<file path="src/rtl/dmem_arbiter_ctrl_if.sv">
// rtl/dmem_arbiter_ctrl_if.sv - requester A/B handshake and DataMemory port bundle
interface dmem_arbiter_ctrl_if;
  logic        a_req_valid;
  logic        a_req_ready;
  logic [31:0] a_addr;
  logic        a_we;
  logic [1:0]  a_size;
  logic        a_unsigned;
  logic [31:0] a_wdata;
  logic        a_rsp_valid;
  logic        a_rsp_err;
  logic [31:0] a_rdata;

  logic        b_req_valid;
  logic        b_req_ready;
  logic [31:0] b_addr;
  logic        b_we;
  logic [1:0]  b_size;
  logic        b_unsigned;
  logic [31:0] b_wdata;
  logic        b_rsp_valid;
  logic        b_rsp_err;
  logic [31:0] b_rdata;

  logic [31:0] mem_addr;
  logic [31:0] mem_write_data;
  logic        mem_write_enable;
  logic [31:0] mem_read_data;

  modport slave (
    input  a_req_valid, a_addr, a_we, a_size, a_unsigned, a_wdata,
    output a_req_ready, a_rsp_valid, a_rsp_err, a_rdata,
    input  b_req_valid, b_addr, b_we, b_size, b_unsigned, b_wdata,
    output b_req_ready, b_rsp_valid, b_rsp_err, b_rdata,
    output mem_addr, mem_write_data, mem_write_enable,
    input  mem_read_data
  );

  modport master (
    output a_req_valid, a_addr, a_we, a_size, a_unsigned, a_wdata,
    input  a_req_ready, a_rsp_valid, a_rsp_err, a_rdata,
    output b_req_valid, b_addr, b_we, b_size, b_unsigned, b_wdata,
    input  b_req_ready, b_rsp_valid, b_rsp_err, b_rdata,
    input  mem_addr, mem_write_data, mem_write_enable,
    output mem_read_data
  );
endinterface

</file>
<file path="src/rtl/dmem_arbiter_ctrl.sv">
// rtl/dmem_arbiter_ctrl.sv - two-requester DataMemory arbiter with sub-word read-modify-write
module dmem_arbiter_ctrl #(
  parameter bit RR_ENABLE       = 1'b1,
  parameter bit ERR_ON_MISALIGN = 1'b1
) (
  input logic               clk,
  input logic               rst_n,
  dmem_arbiter_ctrl_if.slave bus
);
  typedef enum logic [1:0] {IDLE, EXEC, MERGE, RESP} state_t;

  localparam logic [1:0] SZ_BYTE = 2'b00;
  localparam logic [1:0] SZ_HALF = 2'b01;
  localparam logic [1:0] SZ_WORD = 2'b10;
  localparam logic [1:0] SZ_RSVD = 2'b11;

  state_t      r_state;
  logic        r_last_b;
  logic        r_id_b;
  logic [31:0] r_addr;
  logic        r_we;
  logic [1:0]  r_size;
  logic        r_unsigned;
  logic [31:0] r_wdata;
  logic [31:0] r_rmw_buf;
  logic        r_rsp_valid;
  logic        r_rsp_err;
  logic [31:0] r_rdata;

  logic        w_grant_b;
  logic        w_accept;
  logic        w_err;
  logic        w_sub_store;
  logic        w_word_store;
  logic [4:0]  w_shift;
  logic [31:0] w_rd_shifted;
  logic [31:0] w_load_val;
  logic [31:0] w_mask;
  logic [31:0] w_merged;
  logic [31:0] w_mem_wdata;

  // B wins only when A is idle, or under round-robin when A took the previous grant
  assign w_grant_b = bus.b_req_valid && (!bus.a_req_valid || (RR_ENABLE && !r_last_b));
  assign w_accept  = (r_state == IDLE) && (bus.a_req_valid || bus.b_req_valid);

  assign bus.a_req_ready = (r_state == IDLE) && bus.a_req_valid && !w_grant_b;
  assign bus.b_req_ready = (r_state == IDLE) && w_grant_b;

  assign w_err = (r_size == SZ_RSVD) ||
                 (ERR_ON_MISALIGN && (((r_size == SZ_HALF) && r_addr[0]) ||
                                      ((r_size == SZ_WORD) && (r_addr[1:0] != 2'b00))));
  assign w_sub_store  = r_we && ((r_size == SZ_BYTE) || (r_size == SZ_HALF));
  assign w_word_store = (r_state == EXEC) && r_we && (r_size == SZ_WORD) && !w_err;

  // With forced alignment the ignored low bits simply never reach the lane shift
  always_comb begin
    w_shift = 5'd0;
    w_mask  = 32'hFFFF_FFFF;
    case (r_size)
      SZ_BYTE: begin
        w_shift = {r_addr[1:0], 3'b000};
        w_mask  = 32'h0000_00FF << w_shift;
      end
      SZ_HALF: begin
        w_shift = {r_addr[1], 4'b0000};
        w_mask  = 32'h0000_FFFF << w_shift;
      end
      default: ;
    endcase
  end

  assign w_rd_shifted = bus.mem_read_data >> w_shift;
  assign w_merged     = (r_rmw_buf & ~w_mask) | ((r_wdata << w_shift) & w_mask);

  always_comb begin
    w_load_val = bus.mem_read_data;
    case (r_size)
      SZ_BYTE: w_load_val = {{24{!r_unsigned && w_rd_shifted[7]}}, w_rd_shifted[7:0]};
      SZ_HALF: w_load_val = {{16{!r_unsigned && w_rd_shifted[15]}}, w_rd_shifted[15:0]};
      default: ;
    endcase
  end

  always_comb begin
    w_mem_wdata = 32'h0;
    if (r_state == MERGE)
      w_mem_wdata = w_merged;
    else if (w_word_store)
      w_mem_wdata = r_wdata;
  end

  // Write strobe decodes from state so an asynchronous reset kills it at once
  assign bus.mem_write_enable = w_word_store || (r_state == MERGE);
  assign bus.mem_write_data   = w_mem_wdata;
  assign bus.mem_addr         = {2'b00, r_addr[31:2]};

  assign bus.a_rsp_valid = r_rsp_valid && !r_id_b;
  assign bus.a_rsp_err   = r_rsp_err && !r_id_b;
  assign bus.a_rdata     = r_id_b ? 32'h0 : r_rdata;
  assign bus.b_rsp_valid = r_rsp_valid && r_id_b;
  assign bus.b_rsp_err   = r_rsp_err && r_id_b;
  assign bus.b_rdata     = r_id_b ? r_rdata : 32'h0;

  always_ff @(posedge clk or negedge rst_n) begin
    if (!rst_n) begin
      r_state     <= IDLE;
      r_last_b    <= 1'b1;
      r_id_b      <= 1'b0;
      r_addr      <= 32'h0;
      r_we        <= 1'b0;
      r_size      <= SZ_BYTE;
      r_unsigned  <= 1'b0;
      r_wdata     <= 32'h0;
      r_rmw_buf   <= 32'h0;
      r_rsp_valid <= 1'b0;
      r_rsp_err   <= 1'b0;
      r_rdata     <= 32'h0;
    end else begin
      case (r_state)
        IDLE: begin
          if (w_accept) begin
            r_id_b     <= w_grant_b;
            r_last_b   <= w_grant_b;
            r_addr     <= w_grant_b ? bus.b_addr     : bus.a_addr;
            r_we       <= w_grant_b ? bus.b_we       : bus.a_we;
            r_size     <= w_grant_b ? bus.b_size     : bus.a_size;
            r_unsigned <= w_grant_b ? bus.b_unsigned : bus.a_unsigned;
            r_wdata    <= w_grant_b ? bus.b_wdata    : bus.a_wdata;
            r_state    <= EXEC;
          end
        end
        EXEC: begin
          if (w_err) begin
            r_rsp_valid <= 1'b1;
            r_rsp_err   <= 1'b1;
            r_rdata     <= 32'h0;
            r_state     <= RESP;
          end else if (!r_we) begin
            r_rsp_valid <= 1'b1;
            r_rdata     <= w_load_val;
            r_state     <= RESP;
          end else if (w_sub_store) begin
            r_rmw_buf <= bus.mem_read_data;
            r_state   <= MERGE;
          end else begin
            r_rsp_valid <= 1'b1;
            r_rdata     <= 32'h0;
            r_state     <= RESP;
          end
        end
        MERGE: begin
          r_rsp_valid <= 1'b1;
          r_rdata     <= 32'h0;
          r_state     <= RESP;
        end
        default: begin
          r_rsp_valid <= 1'b0;
          r_rsp_err   <= 1'b0;
          r_rdata     <= 32'h0;
          r_state     <= IDLE;
        end
      endcase
    end
  end
endmodule

</file>
<file path="src/flat_wrapper.sv">
// flat-port wrapper written by rule: the top's interface ports become plain ports
module dmem_arbiter_ctrl_flat 
#(
  parameter bit RR_ENABLE       = 1'b1,
  parameter bit ERR_ON_MISALIGN = 1'b1
)
  (clk, rst_n, bus_a_req_valid, bus_a_addr, bus_a_we, bus_a_size, bus_a_unsigned, bus_a_wdata, bus_a_req_ready, bus_a_rsp_valid, bus_a_rsp_err, bus_a_rdata, bus_b_req_valid, bus_b_addr, bus_b_we, bus_b_size, bus_b_unsigned, bus_b_wdata, bus_b_req_ready, bus_b_rsp_valid, bus_b_rsp_err, bus_b_rdata, bus_mem_addr, bus_mem_write_data, bus_mem_write_enable, bus_mem_read_data);
  dmem_arbiter_ctrl_if bus_i ();
  input logic clk;
  input logic rst_n;
  input wire logic [$bits(bus_i.a_req_valid)-1:0] bus_a_req_valid;
  input wire logic [$bits(bus_i.a_addr)-1:0] bus_a_addr;
  input wire logic [$bits(bus_i.a_we)-1:0] bus_a_we;
  input wire logic [$bits(bus_i.a_size)-1:0] bus_a_size;
  input wire logic [$bits(bus_i.a_unsigned)-1:0] bus_a_unsigned;
  input wire logic [$bits(bus_i.a_wdata)-1:0] bus_a_wdata;
  output wire logic [$bits(bus_i.a_req_ready)-1:0] bus_a_req_ready;
  output wire logic [$bits(bus_i.a_rsp_valid)-1:0] bus_a_rsp_valid;
  output wire logic [$bits(bus_i.a_rsp_err)-1:0] bus_a_rsp_err;
  output wire logic [$bits(bus_i.a_rdata)-1:0] bus_a_rdata;
  input wire logic [$bits(bus_i.b_req_valid)-1:0] bus_b_req_valid;
  input wire logic [$bits(bus_i.b_addr)-1:0] bus_b_addr;
  input wire logic [$bits(bus_i.b_we)-1:0] bus_b_we;
  input wire logic [$bits(bus_i.b_size)-1:0] bus_b_size;
  input wire logic [$bits(bus_i.b_unsigned)-1:0] bus_b_unsigned;
  input wire logic [$bits(bus_i.b_wdata)-1:0] bus_b_wdata;
  output wire logic [$bits(bus_i.b_req_ready)-1:0] bus_b_req_ready;
  output wire logic [$bits(bus_i.b_rsp_valid)-1:0] bus_b_rsp_valid;
  output wire logic [$bits(bus_i.b_rsp_err)-1:0] bus_b_rsp_err;
  output wire logic [$bits(bus_i.b_rdata)-1:0] bus_b_rdata;
  output wire logic [$bits(bus_i.mem_addr)-1:0] bus_mem_addr;
  output wire logic [$bits(bus_i.mem_write_data)-1:0] bus_mem_write_data;
  output wire logic [$bits(bus_i.mem_write_enable)-1:0] bus_mem_write_enable;
  input wire logic [$bits(bus_i.mem_read_data)-1:0] bus_mem_read_data;
  assign bus_i.a_req_valid = bus_a_req_valid;
  assign bus_i.a_addr = bus_a_addr;
  assign bus_i.a_we = bus_a_we;
  assign bus_i.a_size = bus_a_size;
  assign bus_i.a_unsigned = bus_a_unsigned;
  assign bus_i.a_wdata = bus_a_wdata;
  assign bus_a_req_ready = bus_i.a_req_ready;
  assign bus_a_rsp_valid = bus_i.a_rsp_valid;
  assign bus_a_rsp_err = bus_i.a_rsp_err;
  assign bus_a_rdata = bus_i.a_rdata;
  assign bus_i.b_req_valid = bus_b_req_valid;
  assign bus_i.b_addr = bus_b_addr;
  assign bus_i.b_we = bus_b_we;
  assign bus_i.b_size = bus_b_size;
  assign bus_i.b_unsigned = bus_b_unsigned;
  assign bus_i.b_wdata = bus_b_wdata;
  assign bus_b_req_ready = bus_i.b_req_ready;
  assign bus_b_rsp_valid = bus_i.b_rsp_valid;
  assign bus_b_rsp_err = bus_i.b_rsp_err;
  assign bus_b_rdata = bus_i.b_rdata;
  assign bus_mem_addr = bus_i.mem_addr;
  assign bus_mem_write_data = bus_i.mem_write_data;
  assign bus_mem_write_enable = bus_i.mem_write_enable;
  assign bus_i.mem_read_data = bus_mem_read_data;
  dmem_arbiter_ctrl #(.RR_ENABLE(RR_ENABLE), .ERR_ON_MISALIGN(ERR_ON_MISALIGN)) u_core (.clk(clk), .rst_n(rst_n), .bus(bus_i));
endmodule
</file>
<file path="config.mk">
export PLATFORM = sky130hd
export DESIGN_NAME = dmem_arbiter_ctrl_flat
export DESIGN_NICKNAME = d
export VERILOG_FILES = /design/src/rtl/dmem_arbiter_ctrl_if.sv /design/src/rtl/dmem_arbiter_ctrl.sv /design/src/flat_wrapper.sv
export SDC_FILE = /design/constraint.sdc
export NUM_CORES = 1
export LEC_CHECK = 0
export ABC_AREA = 1
export CAP_MARGIN = 15
export CORE_AREA = 4 4 160 162
export CTS_CLUSTER_DIAMETER = 120
export DETAILED_ROUTE_END_ITERATION = 16
export DIE_AREA = 0 0 164 166
export GPL_ROUTABILITY_DRIVEN = 0
export GPL_TIMING_DRIVEN = 0
export PLACE_DENSITY_LB_ADDON = 0.3
export SLEW_MARGIN = 20
export SYNTH_ARGS = -nofsm -noshare
export SYNTH_HDL_FRONTEND = slang
export SYNTH_SLANG_ARGS = --single-unit
</file>
<file path="constraint.sdc">
create_clock -name clk -period 2.1 [get_ports clk]
set_input_delay 0.21 -clock clk [delete_from_list [all_inputs] [get_ports clk]]
set_output_delay 0.21 -clock clk [all_outputs]
set_load 0.05 [all_outputs]
</file>
Word level (Yosys, flattened, before mapping):

Cells that the tools add are included.

* latch bits: 0
* flip-flop bits (word level): 138
* memories: 0
* bits in writable memories: 0
* bits in read-only memories: 0

* equal/unequal tests: 8
* shift-type cells: 4
* divide/modulo/power cells: 0
* mux-type cells: 27
* multipliers: 0
* bitwise gates (word level): 7
* reductions and logical operators: 37
* $lt $le $gt $ge: 0
* $add $sub $neg: 0

Operators by type and width (number)
* $mux W32: 9
* $pmux W32 S2: 3
* $and A32 B32 Y32: 2
* $not A32 Y32: 1
* $or A32 B32 Y32: 1
* $shl A16 B5 Y32 const A: 1
* $shl A32 B5 Y32: 1
* $shl A8 B5 Y32 const A: 1
* $shr A32 B5 Y16: 1
* $logic_and A1 B1 Y1: 17
* $pmux W5 S2: 1
* $mux W2: 4
* $mux W1: 7
* $eq A2 B2 Y1 const B: 3
* $logic_not A1 Y1: 6
* $logic_or A1 B1 Y1: 6
* $pmux W2 S3: 1
* $reduce_and A2 Y1: 3
* $eq A2 B1 Y1 const B: 2
* $logic_not A2 Y1: 2
* $ne A2 B1 Y1 const B: 2
* $ne A4 B4 Y1 const B: 1
* $reduce_and A4 Y1: 1
* $not A1 Y1: 3
* 4 further kinds: 4

Longest topological paths before layout:

Gate-level depths: netlist of run 1.

* word-level depth: 8
* gate-level depth with buffers: 11
* gate-level depth less buffers: 9

Worst setup path before layout of run 1:

Ideal clock, no wire load.

* kind: reg2out
* from: register u_core.r_size[0]
* to: output port bus_mem_write_data[0]
* path slack: -0.327 ns
* required time: 1.890 ns
* path buffers: 2
* cell stages (with the launch flop): 8
* arrival time: 2.217 ns
* cell sequence: dfrtp_1 buf_6 nor2_4 nand2_4 clkinv_2 o21ai_2 buf_2 o21ai_0

* longest elaborated chain between the ends: 8

Ends and longest elaborated chain
* from (decl): line dmem_arbiter_ctrl.sv:22 `logic [1:0] r_size;`
* from (signal assigned): line dmem_arbiter_ctrl.sv:126 `r_size <= w_grant_b ? bus.b_size : bus.a_size;`
* parallel branches: the longest is 7 deep, another holds $shl A32 B5 Y32
* $mux W32 (*): line dmem_arbiter_ctrl.sv:86 `if (r_state == MERGE)`
* to (decl): line flat_wrapper.sv:32 `output wire logic [$bits(bus_i.mem_write_data)-1:0] bus_mem_write_data;`

Every way passes the cells marked *.

Worst setup path after layout of run 1:

* from: register u_core.r_size[1]
* to: output port bus_mem_write_data[24]

The elaborated chain is that of the path after synthesis.

==> impl_results.md, run 1 <==
- Outcome: complete, but fails checks
- Failing checks: setup timing
- DP Area: 0.0119 mm^2
- Top layer in use: met4
- Maximum clock rate: between 400 and 500 MHz
- Final WL: 35600 um
- Sequential cell area fraction in the yosys report: 0.411
- Hold/Removal Path Class: input pin to flop
- Peak supply drop: 1.01 mV
- Finished Core Util: 0.558
- RSZ-0062 raised after global routing: yes
- Most common cell on crit path: buf_8
- CTS root buf: clkbuf_16
- Die area: between 0.02 and 0.03 mm^2
- Core Rows: between 50 and 60
- CP top delay family: simple AND/OR/NAND/NOR gates
- Max-cap violations: 0
- Count of different cell masters after synthesis: 34
- Slowest stage delay, CP: 0.46 ns
- Core area: 0.0241 mm^2
- Largest net degree at the start of global routing: 87
- Crit path kind: flop to primary output
- Synth Instances: between 1000 and 1500
- Worst-Margin Slew: about 0.7 ns
- Clk slew on worst S/H paths: 0.06 ns
- P&R area growth vs syn: 60.2%
- Die width: around 160 um
- Vias/cell: about 5.1
- DR iter-0 viols: 979
- Leakage: 6.60 nW
- DP HPWL: roughly 27000 um
- Max Slew Vio Count: 0
- Vias in the first global route: between 9000 and 10000
- Initial Util: 0.349
- Crit-path cells: nor2_4, nand2_4, buf_8, buf_8, nand2_4, o21ai_4, o211ai_1, nand2_1, nand2_2, buf_8
- WP data arrival: about 2.2 ns
- Worst-skew pair later-pin latency: roughly 0.42 ns
- Clock period minus worst slack: approximately 2.4 ns
- Post-route setup TNS: -5.51 ns
- Final Instance Count excl. Fillers: roughly 1900
- Mapped Area: 0.00840 mm^2
- Num CTS Buffers: 17
- Worst Clk Skew: between 0.01 and 0.015 ns
- Max-slew headroom at the worst pin: 0.535
- Final Hold Fails: 0
- Initial antenna violation count: 0
- Placed insts: roughly 1900
- Reg2Reg Depth: 14
- Count of final setup violators: 32
- Layout net count: roughly 1800
- Fraction of layout cells with a size suffix above 1: 0.223
- Wire length on met2: 16700 um
- Routed length on met3: between 3000 and 4000 um
- Clk sink count: around 140
- First-pass GRT wire length: roughly 53000 um
- Final Cycle Share: 1.13
- IO Port Bufs: between 300 and 400
- Critical path's slowest cell: dfrtp_2
- DRT Pass-1 Iters: 6
- Met1 WL: between 10000 and 15000 um
- Avg WL per Cell: ~18 um
- CTS Buffer Depth: 2
- H-tree depth: 4
- Die Ht: approximately 170 um
- Worst path required time: about 1.9 ns
- Buf/Inv on CP: 3
- Setup crit end kind: primary output
- Crit Path Max Fanout: 6
- Yosys reg bits: 138
- Via Count: 9841
- Detail Route Antenna Nets: 0
- Final instance area: approximately 0.013 mm^2
- Worst path depth: 10
- Ys Warns: 0
- PnR worst setup slack: -0.280 ns
- Post-synthesis average cell area: 6.77 um^2
- Inserted Diodes: 0
- PD cells: around 1700 mW/mm^2
- CTS tree: yes
- Total gr overflow: 0
- Total power: about 0.023 W
- # IOs: around 300
- GRT Overall Usage: 0.251
- DRC viols: 0
- Startpoint types: flop
- Hold path cells: 3
-- final cells by class --
cell class	count	area [um^2]
Tap cell	324	405
Inverter	144	551
Clock inverter	14	121
Buffer	106	737
Fill cell	2318	10600
Sequential cell	138	3460
Timing Repair Buffer	344	3410
Clock buffer	18	439
Multi-Input combinational cell	855	4340
-- where the power goes --
group / internal (W) / total, W / switching, W / leakage, nW
registers: 0.00389 / 0.00492 / 0.00102 / 1.69
logic: 0.00558 / 0.0154 / 0.00984 / 4.64
clock network: 0.00166 / 0.00293 / 0.00127 / 0.273
-- layout by cell type, fill, tap and decap left out, types with 35 or more instances in the layout --
cell,n
a31oi_1,37
buf_4,67
clkdlybuf4s50_1,200
dfrtp_1,134
inv_1,133
nand2_1,331
nand2_2,35
nor2_1,168
o21ai_0,67
o22ai_1,41
-- stage by stage --
step | worst slack [ns] | hold slack (ns)
4_1_cts | -0.215 | 0.329
2_1_floorplan | -0.327 | -0.0856
6_report | -0.280 | 0.341
3_5_place_dp | -0.771 | 0.279
3_3_place_gp | -4.79 | 0.469
5_1_grt | -0.358 | 0.343
-- per-layer routing --
layer	vias to the layer above	GRT usage
li1	4648	-
met4	0	0.0956
met5	-	0
met2	577	0.418
met3	111	0.0712
met1	4505	0.308
-- state kept, by name, summed over array words and instances, names as in the netlist, 2 cells and up --
register,cells
u_core.r_state,2
u_core.r_rmw_buf,32
u_core.r_rdata,32
u_core.r_size,2
u_core.r_wdata,32
u_core.r_addr,32
-- cells by family after synthesis --
logic type / Yosys count / share of synthesized area
flops: 138 / 0.411
buf+inv: 251 / 0.135
simple gates: 607 / 0.285
other cells: 1 / 0.000446
compound gates: 241 / 0.162
fa+ha+maj: 4 / 0.00596
-- what timing repair did --
| item | in CTS | in global routing |
|---|---|---|
| pin swaps | 34 | 34 |
| endpoints found under the setup margin | 171 | 123 |
| hold buffers | 1 | 0 |
| gates resized for setup | 529 | 162 |
| buffers inserted | 28 | 6 |
| gates cloned | 4 | 2 |
| hold endpoints to repair | 84 | 0 |
-- path summary, 6_finish.rpt --
| check | from | end | slack [ns] |
|---|---|---|---|
| setup reg to reg | u_core.r_size[0] | u_core.r_rdata[18] | 0.04 |
| setup / recovery | u_core.r_size[1] | bus_mem_write_data[24] | -0.28 |
| min in group asynchronous | rst_n | u_core.r_rmw_buf[17] | 0.38 |
| hold / removal | bus_b_addr[27] | u_core.r_addr[27] | 0.34 |
| hold reg to reg | u_core.r_last_b | u_core.r_last_b | 0.49 |
| max in group asynchronous | rst_n | u_core.r_addr[23] | 0.99 |
-- tightest hold or removal path, cell delays in order --
cell	delay, ns
clkdlybuf4s50_1	0.39
nand2_1	0.06
a31oi_1	0.06
-- cell usage after synthesis (all sizes together) --
cell type    n  area [um^2]
nand3       40          205
a31oi       37          231
a22oi        1         7.51
o22ai       42          263
nor3         3         20.0
ha           4         50.1
dfrtp      137         3430
clkbuf      41          154
nand4        2         18.8
o211ai      14          105
and2         1         6.26
inv        142          533
a21oi       37          196
buf         66          440
nor2       174          676
nand2      387         1470
o21ai      110          558
dfstp        1         26.3
clkinv       2         8.75
conb         1         3.75
(Power assumes the default switching activity.)
==> run 2, diff against run 1 <==
--- a/config.mk
+++ b/config.mk
@@ -6,14 +6,15 @@
 export NUM_CORES = 1
 export LEC_CHECK = 0
 export ABC_AREA = 1
-export CAP_MARGIN = 15
-export CORE_AREA = 4 4 160 162
+export CAP_MARGIN = 40
+export CORE_AREA = 2 2 158 160
 export CTS_CLUSTER_DIAMETER = 120
 export DETAILED_ROUTE_END_ITERATION = 16
-export DIE_AREA = 0 0 164 166
+export DIE_AREA = 0 0 160 162
 export GPL_ROUTABILITY_DRIVEN = 0
 export GPL_TIMING_DRIVEN = 0
 export PLACE_DENSITY_LB_ADDON = 0.3
+export RECOVER_POWER = 50
 export SLEW_MARGIN = 20
 export SYNTH_ARGS = -nofsm -noshare
 export SYNTH_HDL_FRONTEND = slang
==> impl_results.md, run 2 (synthesis gave the netlist of run 1 again) <==
- First-pass GRT wire length: between 50000 and 60000 um
- Via Count: approximately 9700
- Initial Util: 0.349
- Hold endpoint: u_core.r_addr[11]
- Crit Path Max Fanout: 10
- PD cells: approximately 1700 mW/mm^2
- Comb pwr share: 0.653
- Placed insts: approximately 1900
- DR iter-0 viols: ~840
- GRT Overall Usage: 0.260
- Setup crit end kind: primary output
- Slowest stage delay, CP: 0.38 ns
- Hold/Removal Path Class: input pin to flop
- R2r setup slk: 0 ns
- PnR worst setup slack: -0.281 ns
- Reg2Reg Depth: 7
- Fraction of layout cells with a size suffix above 1: 0.206
- Critical path's slowest cell: dfrtp_1
- Leakage: between 6 and 7 nW
- Peak supply drop: approximately 0.99 mV
- Worst-Margin Slew: around 1.2 ns
- WP data arrival: about 2.2 ns
- Vias/cell: ~5
- Reg power frac: 0.215
- Avg WL per Cell: 17.7 um
- Max-slew headroom at the worst pin: 0.199
- Final WL: around 34000 um
- Detail Route Antenna Nets: 0
- Largest net degree at the start of global routing: 87
- Int Pwr: approximately 0.011 W
- Worst setup path start: u_core.r_size[0]
- Most common cell on crit path: buf_8
- Core Rows: 57
- CTS Buffer Depth: 2
- P&R area growth vs syn: 58.2%
- Worst R2R End: u_core.r_size[1]
- Commonest cells after routing, fill and taps aside: nand2_1, clkdlybuf4s50_1, nor2_1, inv_1, dfrtp_1
- Startpoint types: flop
- Maximum clock rate: around 420 MHz
- Die width: 160 um
- # fillers: about 2300
- Switching pwr: 0.0119 W
- Max-cap violations: 0
- Final Instance Count excl. Fillers: 1941
- RSZ-0062 raised after global routing: yes
- HP Start: bus_b_addr[11]
- Hold path cells: 3
- Clock period minus worst slack: approximately 2.4 ns
- Initial antenna violation count: 0
- Worst path required time: approximately 1.9 ns
- IO Port Bufs: roughly 300
- Clock power frac: 0.132
- DRC viols: 0
- Layout net count: between 1500 and 2000
- CTS tree: yes
- Max Slew Vio Count: 0
- Final Hold Fails: 0
- Num CTS Buffers: 17
- Worst-skew pair later-pin latency: 0.43 ns
- Commonest non-fill, non-tap cell in the layout: nand2_1
- Clk sink count: roughly 140
- Outcome: complete, but fails checks
- Inserted Diodes: 0
- CTS root buf: clkbuf_16
- Failing checks: setup timing
- Vias in the first global route: 9374
- Core area: around 0.024 mm^2
- Crit-path cells: buf_6, nor2_4, nand2_4, buf_8, buf_2, o21ai_1, o211ai_1, nand2_1, nand2_2, buf_8
- DP HPWL: 26500 um
- Clk slew on worst S/H paths: approximately 0.07 ns
- Final Cycle Share: 1.13
- H-tree depth: 4
- Area taken by multi-input logic gates: 0.00425 mm^2
- Switching share of power: 0.524
- DRT Pass-1 Iters: 6
- Total gr overflow: 0
- Worst r2r src: u_core.r_state[1]
- Die Ht: 162 um
- Worst Clk Skew: roughly 0.015 ns
- Count of final setup violators: 34
- Die area: between 0.02 and 0.03 mm^2
- Register area: 0.00346 mm^2
- Post-route setup TNS: -6.52 ns
- # IOs: ~310
- Crit path kind: flop to primary output
==> run 2: changes by cell type in the layout (fill, tap and decap cells not counted), moves of 4 or more <==
cell / before / now
clkdlybuf4s50_1: 200 / 190
nand2_4: 20 / 16
dlygate4sd3_1: 1 / 11
nor2_1: 168 / 164
clkdlybuf4s15_2: 20 / 12
nor2_2: 2 / 6
dlygate4sd2_1: 14 / 27
buf_6: 31 / 27
inv_6: 3 / 8
clkinv_2: 5 / 0
nand2_1: 331 / 336
==> run 2: layer usage <==
| layer | global-route usage | wire, um | part of all wire |
|---|---|---|---|
| met1 | 0.317 | 13400 | 0.39 |
| met2 | 0.442 | 16300 | 0.48 |
| met3 | 0.0718 | 3380 | 0.098 |
| met4 | 0.0975 | 1230 | 0.036 |
| met5 | 0 | 0 | 0 |
==> run 2: power groups by stage <==
stage          Sequential (W)  Combinational [W]  Clock, W
2_1_floorplan         0.00445            0.00902         0
3_5_place_dp          0.00478             0.0131         0
4_1_cts               0.00483             0.0144   0.00304
3_3_place_gp          0.00475             0.0130         0
6_report              0.00491             0.0149   0.00300
5_1_grt               0.00504             0.0159   0.00316
==> run 2: how the worst max path moves through the flow <==
stage	cells after the start	to	slack [ns]
2_1_floorplan	7	bus_mem_write_data[0]	-0.33
3_3_place_gp	1	u_core.r_addr[11]	-4.76
3_5_place_dp	8	bus_mem_write_data[14]	-0.73
4_1_cts	10	bus_mem_write_data[25]	-0.25
5_1_grt	10	bus_mem_write_data[20]	-0.33
6_report	10	bus_mem_write_data[25]	-0.28
==> run 2: repair_timing <==
action | in CTS | in global routing
setup buffers | 28 | 7
gates resized for setup | 510 | 128
cloned | 3 | 1
setup endpoints to repair | 171 | 138
endpoints found under the hold margin | 85 | 0
hold buffers | 1 | 0
pin swaps | 23 | 20
==> run 2: final cells by class <==
| type | instances | share of cell area |
|---|---|---|
| plain buffers | 105 | 0.0522 |
| clock buffers | 17 | 0.0320 |
| clock inverters | 15 | 0.0114 |
| inverters | 144 | 0.0422 |
| multi-input cells | 855 | 0.319 |
| flip-flops and latches | 138 | 0.260 |
| well taps | 324 | 0.0305 |
| repair buffers | 343 | 0.252 |
==> run 2: worst max-delay path, delay by kind of cell, from the launching register on <==
family	cells	cell delay (ns)
buffers and inverters	4	0.66
AND/OR/NAND/NOR	4	0.41
flip-flops	1	0.38
AO/OA/AOI/OAI	2	0.30
==> run 2: metrics by stage <==
stage	hold WS [ns]	power [W]	cell area, um^2	util	setup WS, ns
floorplan	-0.0856	0.0135	8410	-	-0.327
global placement	0.468	0.0177	11900	0.492	-4.76
detailed placement	0.257	0.0179	11900	0.493	-0.733
CTS	0.322	0.0223	13200	0.546	-0.251
global route	0.344	0.0241	13300	0.552	-0.331
finish	0.339	0.0228	13300	0.552	-0.281
==> run 3, diff against run 2 <==
--- a/config.mk
+++ b/config.mk
@@ -15,7 +15,6 @@
 export GPL_TIMING_DRIVEN = 0
 export PLACE_DENSITY_LB_ADDON = 0.3
 export RECOVER_POWER = 50
-export SLEW_MARGIN = 20
 export SYNTH_ARGS = -nofsm -noshare
 export SYNTH_HDL_FRONTEND = slang
 export SYNTH_SLANG_ARGS = --single-unit
==> impl_results.md, run 3 (synthesis gave the netlist of run 1 again) <==
- CTS root buf: clkbuf_16
- Finished Core Util: 0.552
- Via Count: slightly below 10000
- H-tree depth: 4
- Peak supply drop: 0.995 mV
- Worst Clk Skew: 0.0140 ns
- Core area: 0.0241 mm^2
- Commonest cells after routing, fill and taps aside: nand2_1, clkdlybuf4s50_1, nor2_1, inv_1, dfrtp_1
- P&R area growth vs syn: 58.2%
- First-pass GRT wire length: ~52000 um
- Detail Route Antenna Nets: 0
- CTS tree: yes
- Initial antenna violation count: 0
- Vias in the first global route: about 9400
- # fillers: between 2000 and 2500
- Crit path kind: flop to primary output
- Maximum clock rate: 419 MHz
- Critical path's slowest cell: dfrtp_1
- RSZ-0062 raised after global routing: yes
- CP top delay family: buffers and inverters
- Buf/Inv on CP: 4
- Avg WL per Cell: approximately 18 um
- Num CTS Buffers: 17
- Hold/Removal Path Class: input pin to flop
- PD cells: ~1700 mW/mm^2
- Vias/cell: between 4 and 5
- Worst-Margin Slew: between 1 and 1.5 ns
- Worst-skew pair later-pin latency: ~0.43 ns
- Top layer in use: met4
- Inserted Diodes: 0
- IO Port Bufs: approximately 300
- Max-cap violations: 0
- Initial Util: 0.349
- GRT Overall Usage: 0.261
- Final Hold Fails: 0
- Final Instance Count excl. Fillers: between 1500 and 2000
- Outcome: complete, but fails checks
- Clk sink count: around 140
- Die width: 160 um
- Worst setup path start: u_core.r_size[0]
- Setup crit end kind: primary output
- Commonest non-fill, non-tap cell in the layout: nand2_1
- Failing checks: setup timing
- Crit-path cells: buf_6, nor2_4, nand2_4, buf_8, buf_2, o21ai_1, o211ai_1, nand2_1, nand2_2, buf_8
- Worst r2r src: u_core.r_state[1]
- DRC viols: 0
- Met1 WL: 13400 um
- Clock period minus worst slack: 2.39 ns
- Worst path required time: 1.89 ns
- Clk slew on worst S/H paths: around 0.07 ns
- Die Ht: about 160 um
- Die area: between 0.02 and 0.03 mm^2
- HP Start: bus_b_addr[3]
- Slowest stage delay, CP: about 0.38 ns
- Layout net count: ~1800
- DR iter-0 viols: 856
- DRT Pass-1 Iters: 6
- PnR worst setup slack: -0.289 ns
- DP HPWL: 26500 um
- CTS Buffer Depth: 2
- WP data arrival: 2.18 ns
- Total gr overflow: 0
- Core Rows: 57
- Max-slew headroom at the worst pin: 0.207
- Final Cycle Share: 1.14
- Startpoint types: flop
- Max Slew Vio Count: 0
- Wire length on met2: 16300 um
- Count of final setup violators: 34
- Leakage: 6.58 nW
- Largest net degree at the start of global routing: just under 90
- # IOs: between 300 and 400
- Most common cell on crit path: buf_8
- Fraction of layout cells with a size suffix above 1: 0.206
- Placed insts: roughly 1900
- Final WL: 34200 um
- Crit Path Max Fanout: 10
- Routed length on met3: 3340 um
[run 3: tightest hold or removal path: cells and delay by family]
kind / cells / cell delay [ns]
AO/OA/AOI/OAI: 1 / 0.06
buffers and inverters: 1 / 0.39
AND/OR/NAND/NOR: 1 / 0.06
[run 3: cell type report]
type	instances	area, um^2	area share
clock inverter	15	151	0.0114
multi-input combinational	855	4250	0.319
inverter	144	562	0.0422
sequential	138	3460	0.260
timing repair buffer	343	3360	0.252
tap	324	405	0.0305
clock buffer	17	425	0.0320
buffer	105	694	0.0522
[run 3: path summary, 6_finish.rpt]
kind	end	slack [ns]	cells past startpoint
min in group asynchronous	u_core.r_rmw_buf[6]	0.60	2
setup / recovery	bus_mem_write_data[25]	-0.29	10
max in group asynchronous	u_core.r_addr[0]	0.36	3
hold reg to reg	u_core.r_last_b	0.48	2
setup reg to reg	u_core.r_size[1]	-0.01	7
hold / removal	u_core.r_addr[3]	0.34	3
[run 3: what timing repair did]
item                                    CTS  global route
hold endpoints to repair                 85             0
gates resized for setup                 510           128
endpoints found under the setup margin  171           138
pin swaps                                23            20
setup buffers                            28             7
cloned                                    3             1
hold buffers                              1             0
[run 3: routing by layer]
| layer | track usage | up-vias |
|---|---|---|
| li1 | - | 4639 |
| met3 | 0.0715 | 90 |
| met2 | 0.443 | 562 |
| met1 | 0.317 | 4401 |
| met4 | 0.0975 | 0 |
| met5 | 0 | - |
[run 3: power by group]
part	internal, W	switching [W]	leakage, nW
clock	0.00167	0.00132	0.268
combinational	0.00531	0.00958	4.63
sequential	0.00389	0.00102	1.69
[run 3: per-stage QoR]
stage          hold slack [ns]  total power (W)  TNS [ns]  cell area [um^2]  setup slack [ns]
4_1_cts                  0.322           0.0223     -6.50             13200            -0.251
3_3_place_gp             0.468           0.0177   -696.50             11900             -4.76
2_1_floorplan          -0.0856           0.0135     -2.61              8410            -0.327
3_5_place_dp             0.327           0.0179    -44.05             11900            -0.733
6_report                 0.337           0.0228     -6.48             13300            -0.289
5_1_grt                  0.344           0.0241    -22.05             13300            -0.331
==> variant 1, RTL diff (flow settings as in run 2) <==
Register the output `bus.a_rsp_err`, without a reset; this adds one clock of latency there.
--- a/src/rtl/dmem_arbiter_ctrl.sv
+++ b/src/rtl/dmem_arbiter_ctrl.sv
@@ -97,3 +97,5 @@
   assign bus.a_rsp_valid = r_rsp_valid && !r_id_b;
-  assign bus.a_rsp_err   = r_rsp_err && !r_id_b;
+  always_ff @(posedge clk) begin
+    bus.a_rsp_err <= r_rsp_err && !r_id_b;
+  end
   assign bus.a_rdata     = r_id_b ? 32'h0 : r_rdata;
Function: changed (a bounded check fails within 4 cycles, from zero or initial values and one cycle with rst_n low).
==> variant 1 against run 2 <==
Area after synthesis increased by 0.24%. Highest routed layer unchanged. The run still ends with negative setup slack left. First-iteration DRC count is 1.5% lower. Cell area decreased by 0.50%. Sequential cell count rose by 1. Largest power group unchanged. Critical path depth up 1. Core utilization fell by 0.28 points. Wire length increased by 0.34%. Worst setup slack worse by 0.016 ns. Power rose by 0.45%.
==> variant 1: results (changes against run 2) <==
metric,value,unit,change
status,"finished, violations left",,unchanged
violated checks,negative setup slack,,unchanged
deepest clock path buffer count,2,,unchanged
placed cell area,0.0119,mm²,about the same
Syn Area/Cell,6.78,µm²,was 6.77 µm²
DR iter-0 viols,829,,was 842
Setup Skew,0.00816,ns,was 0.0149 ns
met1 wire length,13400,µm,about the same
r2r setup slk,0.07,ns,was 0 ns
sequential share of the synthesized area,0.412,,was 0.411
r2r endpoint,u_core.r_addr[0]$_DFFE_PN0P_,,was u_core.r_size[1]$_DFFE_PN0P_
Compound-Gate Fraction of Synth Area,0.162,,about the same
met1 Use GR,0.314,,was 0.317
setup_tns,-5.82,ns,was -6.52 ns
hpwl dp,26800,µm,was 26500 µm
vias in the first global route,9516,,was 9374
first-pass GRT wire length,51800,µm,was 52100 µm
synth unique cells,35,,was 34
PostCTS Resize Cnt,469,,was 510
fraction of registers with async set/reset,0.993,,was 1.00
via count,9815,,was 9721
largest net degree at the start of global routing,94,,was 87
Global Route Usage Sum,0.259,,was 0.260
synth top area cells,"dfrtp_1 41%, nand2_1 17%, nor2_1 7.6%, inv_1 6.1%, o21ai_0 4.6%",,unchanged
hold_sp,bus_b_wdata[16],,was bus_b_addr[11]
Layout Nets,1773,,was 1780
Met2 Wirelength,16300,µm,about the same
synthesized-area fraction occupied by adder cells,0.00594,,was 0.00596
Leak Pwr,6.56,nW,was 6.58 nW
vias per cell,5.08,,was 5.01
Worst EP arrival,2.19,ns,was 2.17 ns
length of routed met3 wiring,3430,µm,was 3380 µm
first drt pass iteration count,5,,was 6
met3 Use GR,0.0684,,was 0.0718
final setup fails,32,,was 34
Worst Max-Slew Pin Slew,1.17,ns,was 1.20 ns
final worst setup slack,-0.297,ns,was -0.281 ns
"IR drop worst, VDD",1.10,mV,was 0.995 mV
Hold Path End,u_core.r_wdata[16]$_DFFE_PN0P_,,was u_core.r_addr[11]$_DFFE_PN0P_
hold-critical path depth,3,,unchanged
share of cells above drive strength 1,0.202,,was 0.206
## variant 1: cell types whose count changed after synthesis, sizes merged
cell and change:
dfxtp +1
## variant 1: cell families after synthesis
logic type,count (synthesis)
AND/OR/NAND/NOR,607
buffers and inverters,251
AO/OA/AOI/OAI,241
flip-flops,139
adder cells (fa/ha/maj),4
other,1
## variant 1: power by group
group	switching, W	total, W	leakage, nW	internal [W]
Combinational	0.00962	0.0151	4.61	0.00544
Sequential	0.00102	0.00494	1.70	0.00392
Clock	0.00126	0.00292	0.257	0.00166
Total	0.0119	0.0229	6.56	0.0110
## variant 1: area by class of cell
cell class | instances | area, µm²
fill | 2372 | 10900
multi-input combinational | 855 | 4240
sequential | 139 | 3480
timing repair buffer | 335 | 3290
buffer | 105 | 708
inverter | 144 | 557
clock buffer | 18 | 439
tap | 324 | 405
clock inverter | 13 | 120
## variant 1: worst min-delay path: stages
cell and delay (ns):
clkdlybuf4s50_1 0.39, nand2_1 0.06, a31oi_1 0.06
==> variant 2, RTL diff (settings of run 2) <==
Without the edit above. `ERR_ON_MISALIGN` is set to 1'b1 in 2 places; all go to 1'b0.
--- a/src/rtl/dmem_arbiter_ctrl.sv
+++ b/src/rtl/dmem_arbiter_ctrl.sv
@@ -3,3 +3,3 @@
   parameter bit RR_ENABLE       = 1'b1,
-  parameter bit ERR_ON_MISALIGN = 1'b1
+  parameter bit ERR_ON_MISALIGN = 1'b0
 ) (
--- a/src/flat_wrapper.sv
+++ b/src/flat_wrapper.sv
@@ -4,3 +4,3 @@
   parameter bit RR_ENABLE       = 1'b1,
-  parameter bit ERR_ON_MISALIGN = 1'b1
+  parameter bit ERR_ON_MISALIGN = 1'b0
 )
Formal check against the unedited RTL: not equivalent (Yosys sat finds a counterexample within 4 cycles, from zero or initial values and one cycle with rst_n low).
==> variant 2 against run 2 <==
Area after synthesis barely moved. Largest power group unchanged. Wire length rose by 3.5%. Cell area rose by 0.94%. The flow still finishes with violations (negative setup slack). Clock skew fell by 0.0069 ns. Critical path type unchanged. Sequential cell count did not move. Power rose by 4.5%. Worst setup slack barely moved. Non-clock buffer count rose by 10.
==> variant 2: results (changes against run 2) <==
metric,value,unit,change
status,"finished, violations left",,unchanged
violated checks,negative setup slack,,unchanged
CP max FO,7,,was 10
fillcell total,2343,,was 2349
vias in the first global route,9405,,was 9374
Ant. Diodes,1,,was 0
setup_tns,-6.88,ns,was -6.52 ns
hold_sp,bus_b_addr[28],,was bus_b_addr[11]
WHS,0.334,ns,was 0.339 ns
M2 GR Usage,0.459,,was 0.442
Signal buf overhead,0.315,,was 0.305
final non-filler cell total,1911,,was 1941
final setup fails,33,,was 34
dpl cells,1840,,was 1872
synthesized-area fraction occupied by adder cells,0.00595,,was 0.00596
r2r endpoint,u_core.r_rdata[26]$_DFFE_PN0P_,,was u_core.r_size[1]$_DFFE_PN0P_
synth top area cells,"dfrtp_1 41%, nand2_1 13%, o21ai_0 7.1%, inv_1 6.5%, nor2_1 6.2%",,"was dfrtp_1 41%, nand2_1 17%, nor2_1 7.6%, inv_1 6.1%, o21ai_0 4.6%"
ClkCell Share,0.0379,,was 0.0434
Met2 Wirelength,17100,µm,was 16300 µm
postcts setup bufs,23,,was 28
CP endpoint,bus_mem_write_data[31],,was bus_mem_write_data[25]
most frequent cells after synthesis,"297 x nand2_1, 145 x inv_1, 138 x nor2_1, 137 x dfrtp_1, 119 x o21ai_0",,"was 383 x nand2_1, 171 x nor2_1, 137 x dfrtp_1, 136 x inv_1, 77 x o21ai_0"
first-pass GRT wire length,52700,µm,was 52100 µm
length of routed met3 wiring,3630,µm,was 3380 µm
PostCTS Resize Cnt,517,,was 510
final worst setup slack,-0.282,ns,was -0.281 ns
Compound-Gate Fraction of Synth Area,0.184,,was 0.162
crit path launch,u_core.r_size[1]$_DFFE_PN0P_,,was u_core.r_size[0]$_DFFE_PN0P_
sequential share of the synthesized area,0.411,,about the same
Routed WL,35600,µm,was 34400 µm
largest net degree at the start of global routing,81,,was 87
Hold Path End,u_core.r_addr[28]$_DFFE_PN0P_,,was u_core.r_addr[11]$_DFFE_PN0P_
multi-input combinational area share,0.317,,was 0.319
Reg area,0.00346,mm²,about the same
Leak Pwr,6.58,nW,about the same
initial antenna violation count,1,,was 0
Reg2Reg Depth,12,,was 7
Setup Skew,0.00804,ns,was 0.0149 ns
DR iter-0 viols,881,,was 842
==> variant 2: changes by cell type after synthesis, sizes merged, moves of 3 or more <==
cell	before	now
o211ai	14	23
a31oi	37	30
nand2	387	302
nor2	174	143
mux2	0	4
o21ai	110	142
o22ai	42	39
inv	142	149
nand3	40	73
a21oi	37	43
clkbuf	41	50
or2	0	3
buf	66	63
==> variant 2: power by group <==
part	total, W	switching, W	leakage (nW)	internal, W
clock	0.00272	0.00119	0.249	0.00154
combinational	0.0163	0.0104	4.64	0.00586
sequential	0.00483	0.000888	1.69	0.00394
total	0.0238	0.0125	6.58	0.0113
==> variant 2: metrics by stage <==
stage	setup WS [ns]	total power, W
3_5_place_dp	-0.834	0.0186
6_report	-0.282	0.0238
3_3_place_gp	-4.80	0.0185
4_1_cts	-0.301	0.0228
2_1_floorplan	-0.375	0.0140
5_1_grt	-0.377	0.0250
